--- config.mk ---
export PLATFORM = sky130hd
export DESIGN_NAME = wb_stage
export DESIGN_NICKNAME = d
export VERILOG_FILES = /design/src/rtl/wb_pkg.sv /design/src/rtl/load_align.sv /design/src/rtl/wb_stage.sv
export SDC_FILE = /design/constraint.sdc
export NUM_CORES = 1
export LEC_CHECK = 0
export BUFFER_PORTS_ARGS = -buffer_cell sky130_fd_sc_hd__buf_2
export CORE_ASPECT_RATIO = 2
export CORE_MARGIN = 2
export CORE_UTILIZATION = 40
export CTS_CLUSTER_SIZE = 28
export DETAILED_ROUTE_END_ITERATION = 8
export HOLD_SLACK_MARGIN = 0.08
export PLACE_DENSITY = 0.75
export RECOVER_POWER = 50
export SKIP_LAST_GASP = 1
export SLEW_MARGIN = 20
export SYNTH_ARGS = -nofsm -noshare
export SYNTH_HDL_FRONTEND = slang
export SYNTH_SLANG_ARGS = --single-unit
export TNS_END_PERCENT = 5
--- constraint.sdc ---
create_clock -name clk -period 3.82 [get_ports clk]
set_input_delay 0.764 -clock clk [delete_from_list [all_inputs] [get_ports clk]]
set_output_delay 0.764 -clock clk [all_outputs]
set_load 0.01 [all_outputs]
--- src/rtl/wb_pkg.sv ---
// Shared types and constants for the writeback stage.
//
// Contents:
//   wb_sel_e   - result source selector driven by MEM (ALU, MEM, PC4, reserved)
//   LB..LHU    - load funct3 encodings understood by load_align
//   wb_state_e - writeback FSM states
//   wb_nonload_result - result mux for instructions that do not wait on memory
package wb_pkg;

    typedef enum logic [1:0] {
        WB_ALU  = 2'd0,
        WB_MEM  = 2'd1,
        WB_PC4  = 2'd2,
        WB_RSVD = 2'd3
    } wb_sel_e;

    localparam logic [2:0] LB  = 3'b000;
    localparam logic [2:0] LH  = 3'b001;
    localparam logic [2:0] LW  = 3'b010;
    localparam logic [2:0] LBU = 3'b100;
    localparam logic [2:0] LHU = 3'b101;

    typedef enum logic [1:0] {
        EMPTY     = 2'd0,
        WAIT_LOAD = 2'd1,
        WRITE     = 2'd2
    } wb_state_e;

    // Result for ALU / link / reserved selectors. The reserved selector
    // writes zero so a malformed decode can never leak stale data.
    function automatic logic [31:0] wb_nonload_result(input wb_sel_e   sel,
                                                      input logic [31:0] alu_result,
                                                      input logic [31:0] pc_plus4);
        logic [31:0] res;
        res = 32'h0;
        case (sel)
            WB_ALU:  res = alu_result;
            WB_PC4:  res = pc_plus4;
            default: res = 32'h0;
        endcase
        return res;
    endfunction

endpackage

--- src/rtl/load_align.sv ---
// Load data extraction: selects the addressed byte/half of an aligned data
// memory word and sign- or zero-extends it to 32 bits.
//
// Ports:
//   funct3  - load type (LB, LH, LW, LBU, LHU; anything else behaves as LW)
//   addr_lo - byte offset of the load within the word
//   word    - raw aligned 32-bit word returned by data memory
//   result  - extended load value
module load_align
    import wb_pkg::*;
(
    input  logic [2:0]  funct3,
    input  logic [1:0]  addr_lo,
    input  logic [31:0] word,
    output logic [31:0] result
);

    logic [7:0]  byte_sel;
    logic [15:0] half_sel;

    always_comb begin
        byte_sel = word[7:0];
        unique case (addr_lo)
            2'd0: byte_sel = word[7:0];
            2'd1: byte_sel = word[15:8];
            2'd2: byte_sel = word[23:16];
            2'd3: byte_sel = word[31:24];
            default: byte_sel = word[7:0];
        endcase
    end

    // Only addr_lo[1] picks the half; a misaligned offset in bit 0 is ignored.
    assign half_sel = addr_lo[1] ? word[31:16] : word[15:0];

    always_comb begin
        result = word;
        case (funct3)
            LB:      result = {{24{byte_sel[7]}}, byte_sel};
            LH:      result = {{16{half_sel[15]}}, half_sel};
            LBU:     result = {24'h0, byte_sel};
            LHU:     result = {16'h0, half_sel};
            default: result = word;
        endcase
    end

endmodule

--- src/rtl/wb_stage.sv ---
// Writeback stage of the in-order RV32I pipeline.
//
// Accepts one retiring instruction at a time from MEM (in_valid/in_ready),
// waits for load data when the result comes from memory, and issues one
// registered register-file write per instruction. The forwarding port mirrors
// the write port so decode can bypass the asynchronously-read register file.
//
// Ports:
//   clk, rst_n          - clock, asynchronous active-low reset
//   in_valid/in_ready   - MEM handshake; in_ready is low only while a load waits
//   in_rd, in_rd_we     - destination register and its write enable
//   in_wb_sel           - result source (wb_sel_e)
//   in_alu_result       - ALU result
//   in_pc_plus4         - link value for JAL/JALR
//   in_ld_funct3        - load type
//   in_addr_lo          - load byte offset
//   mem_rdata_valid     - load data return strobe
//   mem_rdata           - raw aligned word from data memory
//   rf_we/waddr/wdata   - register file write port (registered)
//   fwd_valid/rd/data   - forwarding port, identical to the write port
//   instret             - retired instruction count (wraps)
module wb_stage
    import wb_pkg::*;
#(
    parameter int unsigned INSTRET_W = 64
) (
    input  logic                 clk,
    input  logic                 rst_n,
    input  logic                 in_valid,
    output logic                 in_ready,
    input  logic [4:0]           in_rd,
    input  logic                 in_rd_we,
    input  logic [1:0]           in_wb_sel,
    input  logic [31:0]          in_alu_result,
    input  logic [31:0]          in_pc_plus4,
    input  logic [2:0]           in_ld_funct3,
    input  logic [1:0]           in_addr_lo,
    input  logic                 mem_rdata_valid,
    input  logic [31:0]          mem_rdata,
    output logic                 rf_we,
    output logic [4:0]           rf_waddr,
    output logic [31:0]          rf_wdata,
    output logic                 fwd_valid,
    output logic [4:0]           fwd_rd,
    output logic [31:0]          fwd_data,
    output logic [INSTRET_W-1:0] instret
);

    localparam logic [INSTRET_W-1:0] InstretOne = {{(INSTRET_W-1){1'b0}}, 1'b1};

    wb_state_e   state_q;
    wb_sel_e     in_sel;
    logic        accept;

    // Fields of the load waiting for its data.
    logic [4:0]  ld_rd_q;
    logic        ld_we_q;
    logic [2:0]  ld_funct3_q;
    logic [1:0]  ld_addr_lo_q;
    logic [31:0] ld_data;

    // Write slot for this cycle: retire an instruction at the next edge.
    logic        slot_fire;
    logic        slot_we;
    logic [4:0]  slot_rd;
    logic [31:0] slot_data;
    logic        slot_to_load;

    assign in_sel   = wb_sel_e'(in_wb_sel);
    assign in_ready = (state_q != WAIT_LOAD);
    assign accept   = in_valid & in_ready;

    load_align u_load_align (
        .funct3  (ld_funct3_q),
        .addr_lo (ld_addr_lo_q),
        .word    (mem_rdata),
        .result  (ld_data)
    );

    always_comb begin
        slot_fire    = 1'b0;
        slot_we      = 1'b0;
        slot_rd      = 5'd0;
        slot_data    = 32'h0;
        slot_to_load = 1'b0;
        case (state_q)
            EMPTY, WRITE: begin
                if (accept) begin
                    if (in_sel == WB_MEM) begin
                        slot_to_load = 1'b1;
                    end else begin
                        slot_fire = 1'b1;
                        slot_we   = in_rd_we & (in_rd != 5'd0);
                        slot_rd   = in_rd;
                        slot_data = wb_nonload_result(in_sel, in_alu_result, in_pc_plus4);
                    end
                end
            end
            WAIT_LOAD: begin
                if (mem_rdata_valid) begin
                    slot_fire = 1'b1;
                    slot_we   = ld_we_q & (ld_rd_q != 5'd0);
                    slot_rd   = ld_rd_q;
                    slot_data = ld_data;
                end
            end
            default: ;
        endcase
    end

    always_ff @(posedge clk or negedge rst_n) begin
        if (!rst_n) begin
            state_q      <= EMPTY;
            ld_rd_q      <= 5'd0;
            ld_we_q      <= 1'b0;
            ld_funct3_q  <= 3'd0;
            ld_addr_lo_q <= 2'd0;
            rf_we        <= 1'b0;
            rf_waddr     <= 5'd0;
            rf_wdata     <= 32'h0;
            instret      <= '0;
        end else begin
            rf_we <= slot_we;
            // Address and data only move on a real write so that decode sees
            // stable values between writes.
            if (slot_we) begin
                rf_waddr <= slot_rd;
                rf_wdata <= slot_data;
            end
            if (slot_fire) begin
                instret <= instret + InstretOne;
            end
            if (slot_to_load) begin
                ld_rd_q      <= in_rd;
                ld_we_q      <= in_rd_we;
                ld_funct3_q  <= in_ld_funct3;
                ld_addr_lo_q <= in_addr_lo;
            end

            case (state_q)
                EMPTY, WRITE: begin
                    if (slot_to_load) begin
                        state_q <= WAIT_LOAD;
                    end else if (slot_fire) begin
                        state_q <= WRITE;
                    end else begin
                        state_q <= EMPTY;
                    end
                end
                WAIT_LOAD: begin
                    if (slot_fire) begin
                        state_q <= WRITE;
                    end
                end
                default: state_q <= EMPTY;
            endcase
        end
    end

    assign fwd_valid = rf_we;
    assign fwd_rd    = rf_waddr;
    assign fwd_data  = rf_wdata;

endmodule
Word level (Yosys, flattened, before mapping). Index checks and enable logic that the tools add are counted.

Logic and storage cells: 59. Output and inout port bits: 141. Flip-flop bits (word level): 115. Bits of input ports: 113.

Equality and inequality tests: 12. Reduce and logical (&&, ||, !) cells: 7. Add/sub/neg operators: 1. Bitwise logic cells: 3. Muxes and demuxes: 27.

Operator list (count): 32-bit case mux with 2 select lines (2); 32-bit case mux with 4 select lines (1); 32-bit 2-to-1 mux (3); 64-bit by 1-bit adder with 64-bit output, second input constant (1); 8-bit case mux with 4 select lines (1); 16-bit 2-to-1 mux (1); 5-bit 2-to-1 mux (3); 5-bit case mux with 2 select lines (1); 5-bit nonzero test (2); 1-bit 2-to-1 mux (9); 2-bit == test, second input constant (4); 2-bit by 1-bit == test with 1-bit output, second input constant (3); 3-bit == test, second input constant (2); 2-bit logical NOT (3); 2-bit 2-to-1 mux (3); 1-bit case mux with 2 select lines (2); 2-bit case mux with 2 select lines (1); 1-bit bitwise AND (3); 3-bit by 1-bit == test with 1-bit output, second input constant (1); 3-bit logical NOT (1); 2-bit by 1-bit != test with 1-bit output, second input constant (1); 2-bit != test, second input constant (1); 2-bit OR reduction (1).

Depth between registers and ports, before layout. Gate-level depths: netlist (run 1).

Depth in word-level cells: 7. Depth in mapped cells: 8. Depth with buffers taken out: 6.

Modules after synthesis. From an unflattened synthesis (run 1), not the netlist that was laid out.

Cell total of the unflattened synthesis: 711. Area, all modules: 6656.4 um2.

Modules (own cells, without submodules): wb_stage (sequential area each 2877.8 um2, area an instance 6007.0 um2, instances 1, cells an instance 601); load_align (sequential area each 0.0 um2, area an instance 649.4 um2, instances 1, cells an instance 110).

Worst setup path before layout (run 1). OpenSTA, ideal clock, no wires.

Path type: input-to-reg. Start: in in_wb_sel[1]. End: reg instret[45]. Required time: 3.693 ns. Library setup time: 0.127 ns. Arrival time: 2.245 ns. Path buffers: 1. Stages: 6. Path slack: 1.448 ns. Cells stage by stage: buf_2 nand2b_1 a21oi_2 or4_4 or3_4 xnor2_2.

Longest elaborated chain between the ends: 4.

RTL lines: start, declared (RTL line wb_stage.sv:33) `input logic [1:0] in_wb_sel,`; 2-bit by 1-bit == test with 1-bit output (RTL line wb_stage.sv:89) `if (in_sel == WB_MEM) begin`; 1-bit 2-to-1 mux (RTL line wb_stage.sv:89); 1-bit 2-to-1 mux (RTL line wb_stage.sv:88) `if (accept) begin`; 1-bit case mux with 2 select lines (RTL line wb_stage.sv:86) `case (state_q)`; end signal, assigned (RTL line wb_stage.sv:131) `instret <= instret + InstretOne;`; end, declared (RTL line wb_stage.sv:46) `output logic [INSTRET_W-1:0] instret`.

No other way between the ends. A chain may end at the register's enable or synchronous reset.

Worst setup path after layout (run 1).
Start: reg instret[35]. End: reg instret[55].

Longest elaborated chain between the ends: 1.

RTL lines (RTL line): 64-bit by 1-bit adder with 64-bit output (wb_stage.sv:131).

No other way between the ends.

==> impl_results.md, run 1 <==
- Least-Margin Pin Slew: about 1.6 ns
- RSZ-0062 raised after global routing: no
- Hpwl dp: roughly 15 mm
- Final Slew Violations: 61
- Layout Cells excl Fill: ~1,000
- Max VDD drop: 0.298 mV
- Core area: ~15,000 µm²
- Effective utilization at floorplan: 41.1%
- Drt drc: 0
- Die area: 16,800 µm²
- Post-CTS Hold Buffers: 0
- Layer with the highest usage: met2
- Post-synthesis compound-gate area fraction: 12.0%
- Mux cell area share after synthesis: around 7%
- Antenna-violating nets left: 0
- CTS tree: built
- Routability cong.: 0.991
- Skew-Pair Late Insertion Delay: 0.41 ns
- Worst endpoint data arrival time: 2.79 ns
- Boundary Pins: 254
- Gr ovfl total: 0
- Synth-to-layout area growth: 26.7%
- Via count of the routed design: between 5,000 and 6,000
- Max Root-Sink Buffers: 2
- Met3 GRT Util: 4.05%
- Crit path kind: flip-flop to flip-flop
- Max cap viols: 1
- Port Buffers: roughly 250
- Bufs and invs on worst path: 0
- # nets final: 953
- Slew HR: -7.20%
- GR Util met2: 43.4%
- Pwr Total: 4.26 mW
- WL/cell: about 18 µm
- CTS root buffer: clkbuf_16
- CP delay by family, top: simple AND/OR/NAND/NOR gates
- Setup_tns: 0 ns
- Initial antenna violation count: 0
- Post-synthesis xor/xnor area fraction: under 10%
- Hold Vio Cnt, Final: 0
- Main combinational cell family by area after synthesis: simple AND/OR/NAND/NOR gates
- CP endpoint kind: flip-flop
- Unique masters post-synth: between 50 and 60
- Worst Skew: 0.0115 ns
- Adder-Cell Fraction of Synth Area: 0.199%
- Pin count of the biggest net entering global routing: between 60 and 70
- Cell leakage power: 3.73 nW
- Post-Synth Simple-Gate Area: 18.3%
- Die H: approximately 180 µm
- Slowest cell on the critical path: nor4_1
- CP required: between 4 and 5 ns
- GR Util All Layers: ~23%
- Pre-antenna DRT Iters: 4
- Mapped cell area: 6280 µm²
- Syn Nets: roughly 740
- First-pass GRT wire length: 29.6 mm
- WL final: 19.1 mm
- H-tree depth: 4
- CP max FO: 7
- Mean Syn Cell Area: 9.99 µm²
- Tcrit/Tclk final: 65.6%
- Post-layout min period: 2.51 ns
- Final setup vio count: 0
- Share of synthesized registers carrying an async set or reset: 100%
- Post-synthesis cell count: ~630
- Seq/Total Area, Yosys: 45.8%
- Setup bufs post-CTS: 0
- Vias per std cell: about 5.4
- First DRT Iteration DRCs: 204
- Seq cells post-synth: 115
- Post-layout util: 52.0%
- Site Rows: 64
- Worst Hold Class: flip-flop to flip-flop
- CTS buffer count: 17
- Clock transition at path regs: ~0.050 ns
- PwrDens: 535 nW/µm²
- Layout cell share with drive strength beyond 1: 29.4%
- CP max stage delay: roughly 0.75 ns
- Met1 GRT Util: 22.1%
- Vias in the first global route: 5,658
- Number of flops mapped to enable cells by yosys: 0
- Top FF cell, synth: dfrtp_1
- Clock sink count: 115
- Status: finished, violations left
- Element type at the critical path start: flip-flop
- Fmax: approximately 400 MHz
- Cell Chain, Critical Path: nand4_1 -> nor4_1 -> nand3_2 -> or3_1 -> xnor2_1
- Post-CTS resize count: 0
- Die X: between 90 and 100 µm
- Placed cells: 1,018
- Failing checks: capacitance limit, slew limit
- Synth warn: 0
- Antenna Cells: 0
==> through the flow <==
stage | hold WS, ns | worst slack (ns) | instance area (µm²)
2_1_floorplan | 0.468 | 1.45 | 6280
3_3_place_gp | 0.462 | 1.17 | 7450
3_5_place_dp | 0.461 | 1.07 | 7450
4_1_cts | 0.474 | 1.34 | 8050
5_1_grt | 0.501 | 1.20 | 7960
6_report | 0.476 | 1.31 | 7960
==> layer usage <==
layer / up-vias / wire length (µm)
li1: 2642 / -
met1: 2732 / 6350
met2: 261 / 10600
met3: 63 / 1180
met4: 0 / 1040
met5: - / 0
==> power by group <==
| group | internal [mW] | switching, mW |
|---|---|---|
| clock | 1.04 | 0.591 |
| combinational | 0.406 | 0.554 |
| sequential | 1.42 | 0.245 |
| total | 2.87 | 1.39 |
==> state kept, by name, indices dropped and copies added, names as in the netlist <==
name,count
fwd_data,32
fwd_rd,5
fwd_valid,1
instret,64
ld_addr_lo_q,2
ld_funct3_q,3
ld_rd_q,5
ld_we_q,1
state_q,2
==> cell usage in the layout, fill, tap and decap left out, drive strengths merged, types with 6 or more instances in the layout <==
cell and instances:
o22a 24, a21oi 17, mux2 9, mux2i 32
o32a 8, xnor2 35, a221oi 8, nor4 8
and3 6, nand3 40, nand4 25, o22ai 9
inv 16, nor3 21, o21ai 38, buf 192
xor2 28, nor2 39, clkbuf 89, nand2 42
dfrtp 115
==> path summary, 6_finish.rpt <==
kind                                          from                 endpoint  slack [ns]  cells past startpoint
setup / recovery           instret[35]$_DFFE_PN0P_  instret[55]$_DFFE_PN0P_        1.31                      5
hold / removal             instret[63]$_DFFE_PN0P_  instret[63]$_DFFE_PN0P_        0.48                      1
setup reg to reg           instret[35]$_DFFE_PN0P_  instret[55]$_DFFE_PN0P_        1.31                      5
hold reg to reg            instret[63]$_DFFE_PN0P_  instret[63]$_DFFE_PN0P_        0.48                      1
max in group asynchronous                    rst_n  instret[29]$_DFFE_PN0P_        2.04                      2
min in group asynchronous                    rst_n  fwd_data[3]$_DFFE_PN0P_        0.76                      1
==> synth_stat cells, types with 2 or more instances <==
cell        n  area, µm²
mux2_2      9        101
nand3_1    39        195
or2_2       2       12.5
nor2_1     39        146
o22a_1     24        210
a21oi_1    16       80.1
a221oi_1    8       70.1
xor2_1     28        245
nand4_1    24        150
clkbuf_1   24       90.1
and2_1      3       18.8
and3_1      6       37.5
xnor2_1    34        298
inv_1      14       52.6
buf_1       3       11.3
nand3b_1    2       15.0
or4_1       2       15.0
o22ai_1     9       56.3
dfrtp_1   115       2880
and4_1      3       26.3
a22oi_1     5       37.5
nand2_1    42        158
buf_4      40        300
nor2b_1     3       18.8
mux2i_1    32        320
or3_1       2       12.5
buf_2       3       15.0
nor4_1      6       37.5
nor3_2      4       40.0
o21ai_0    37        185
nor3_1     17       85.1
nand2b_1    5       31.3
o32a_1      8       80.1
==> cell type report <==
cell class / instances / area, µm²
clock buffer: 19 / 443
clock inverter: 12 / 156
fill: 1477 / 7340
inverter: 15 / 56.3
multi-input combinational: 428 / 2920
sequential: 115 / 2880
tap: 198 / 248
timing repair buffer: 262 / 1260
==> logic make-up after synthesis <==
kind of cell / Yosys count
AO/OA/AOI/OAI: 111
flip-flops: 115
AND/OR/NAND/NOR: 211
adder cells (fa/ha/maj): 1
multiplexers: 42
buffers and inverters: 86
XOR/XNOR: 63
(Power assumes the default switching activity.)
==> run 2: changes to the inputs <==
==> constraint.sdc (replaced) <==
create_clock -name clk -period 2.5 [get_ports clk]
set_input_delay 0.5 -clock clk [delete_from_list [all_inputs] [get_ports clk]]
set_output_delay 0.5 -clock clk [all_outputs]
set_load 0.01 [all_outputs]
==> run 2 against run 1 <==
Sequential share of layout area decreased by 0.70 points. The flow still finishes with violations (capacitance limit, slew limit). Setup slack got worse by 1.1 ns. Utilization increased by 1.0 points. Clock power increased by 63%. Count of clock-buffer cells in the layout increased by 5. Register-to-register slack got worse by 1.1 ns. Die area unchanged. Combinational power increased by 64%. Wire length increased by 2.7%. Total power increased by 58%.
==> impl_results.md, run 2 (synthesized netlist as in run 1, its figures left out) <==
- Status: finished, violations left
- Failing checks: capacitance limit, slew limit
- Fmax: roughly 440 MHz
- Reg2reg start: instret[10]$_DFFE_PN0P_
- Drt drc: 0
- H-tree depth: 4
- Cell leakage power: 3.85 nW
- RSZ-0062 raised after global routing: no
- Setup_tns: 0 ns
- Pre-antenna DRT Iters: 5
- Boundary Pins: between 200 and 300
- Pin count of the biggest net entering global routing: 78
- Element type at the critical path start: flip-flop
- Biggest register: instret
- WL/cell: 18.5 µm
- Switching share of power: 31.3%
- CP endpoint kind: flip-flop
- FF-to-FF path depth: 5
- Slew HR: -24.2%
- Crit path kind: flip-flop to flip-flop
- Post-CTS Hold Buffers: 0
- Combinational power share: 23.2%
- RR Endpoint: instret[45]$_DFFE_PN0P_
- Effective utilization at floorplan: 41.1%
- Most common cell after layout, fill and taps aside: buf_2
- GR Util All Layers: 23.6%
- Post-layout min period: between 2 and 2.5 ns
- Initial antenna violation count: 1
- Hold Vio Cnt, Final: 0
- Routability cong.: 0.893
- PnR worst setup slack: 0.229 ns
- Placed cells: 1,031
- Largest register FFs: 64
- Tcrit/Tclk final: 90.9%
- CP required: 2.80 ns
- Gr ovfl total: 0
- Power share of the sequential group: 37.3%
- CTS tree: built
- Layout Cells excl Fill: 1,064
- Hold_ws: 0.299 ns
- Synth-to-layout area growth: 29.2%
- Layout cell share with drive strength beyond 1: 31.6%
- Pwr Total: roughly 6.7 mW
- Slowest cell on the critical path: or4_4
- PwrDens: 831 nW/µm²
- WL final: 19.6 mm
- Post-CTS resize count: 0
- Worst endpoint data arrival time: ~2.6 ns
- WL met2: 11.1 mm
- Die X: 92.6 µm
- Top Metal Used: met4
- Skew-Pair Late Insertion Delay: 0.41 ns
- Worst Skew: 0.0125 ns
- Setup bufs post-CTS: 0
- Met1 WL: 6.40 mm
- CTS buffer count: 17
- Worst Hold Class: input pin to flip-flop
- Port Buffers: 253
- Vias in the first global route: about 5,800
- Die area: 16,800 µm²
- Site Rows: 64
- Max VDD drop: 0.525 mV
- Pre-CTS worst setup slack: 0.217 ns
- Clock sink count: around 120
- Antenna-violating nets left: 0
- Max cap viols: 1
- Die H: 181 µm
- First DRT Iteration DRCs: 291
- Clock Power Share: approximately 40%
- Clock transition at path regs: 0.05 ns
- Min-Delay Startpoint: in_ld_funct3[0]
- CP max stage delay: about 0.7 ns
- Core area: 15,300 µm²
- Least-Margin Pin Slew: 1.86 ns
- Metal3 WL: 1.22 mm
- Hold path cells: 3
- Via count of the routed design: 5,747
- Min-Delay Endpoint: ld_funct3_q[0]$_DFFE_PN0P_
- # nets final: 966
- Max Root-Sink Buffers: 2
- First-pass GRT wire length: 30.5 mm
- Cell Chain, Critical Path: and3_1 -> nand4_1 -> or4_4 -> or3_4 -> xnor2_2
- Setup crit start: instret[10]$_DFFE_PN0P_
- Switching pwr: 2.11 mW
- Final setup vio count: 0
- Hpwl dp: approximately 15 mm
- Int Pwr: 4.63 mW
- R2R Setup Slk: 0.23 ns
- CP max FO: 14
- Vias per std cell: 5.40
- Final Slew Violations: 78
- Most frequent cells in the layout: 194 x buf_2, 115 x dfrtp_1, 61 x clkbuf_1, 42 x nand2_1
- CTS root buffer: clkbuf_16
==> run 2: cell count changes in the layout (fill, tap and decap cells not counted) <==
cell	change
inv_6	-2
clkbuf_8	+4
clkbuf_1	-9
clkbuf_2	+1
clkinvlp_4	-3
buf_4	+10
bufinv_16	+1
buf_2	+11
clkbuf_4	+1
diode_2	+1
==> run 2: worst max-delay path by stage <==
| stage | to | slack, ns | depth (start not counted) |
|---|---|---|---|
| floorplan | instret[45]$_DFFE_PN0P_ | 0.39 | 5 |
| CTS | instret[28]$_DFFE_PN0P_ | 0.22 | 5 |
| detailed placement | fwd_data[19]$_DFFE_PN0P_ | 0.22 | 7 |
| finish | instret[45]$_DFFE_PN0P_ | 0.23 | 5 |
| global placement | instret[45]$_DFFE_PN0P_ | 0.28 | 5 |
| global route | instret[46]$_DFFE_PN0P_ | 0.09 | 5 |
==> run 2: per-stage QoR <==
step	area [µm²]	util [%]
floorplan	6280	-
global placement	7560	49.4
detailed placement	7560	49.4
CTS	8210	53.7
global route	8110	53.1
finish	8110	53.1
==> run 2: power groups by stage <==
stage / Sequential (mW) / Combinational [mW] / Clock (mW)
2_1_floorplan: 2.56 / 1.00 / 0
3_3_place_gp: 2.52 / 1.61 / 0
3_5_place_dp: 2.53 / 1.64 / 0
4_1_cts: 2.50 / 1.65 / 2.71
5_1_grt: 2.56 / 1.69 / 2.80
6_report: 2.51 / 1.57 / 2.66
==> run 2: worst max-delay path, delay by kind of cell, from the launching register on <==
family                    cells  cell delay (ns)
and+or+nand+nor               4             1.60
DFF                           1             0.43
xor gates and xnor gates      1             0.13
==> run 2: layout make-up <==
type | instances | area [µm²]
fillers | 1467 | 7180
diodes | 1 | 2.50
well taps | 198 | 248
clock buffers | 24 | 502
flip-flops and latches | 115 | 2880
multi-input cells | 428 | 2920
inverters | 15 | 56.3
repair buffers | 275 | 1370
clock inverters | 8 | 146
==> run 2: metal layers <==
metal  up-vias  track usage [%]
li1       2674                -
met5         -                0
met2       270             44.8
met3        59             4.09
met1      2744             23.1
met4         0             13.9
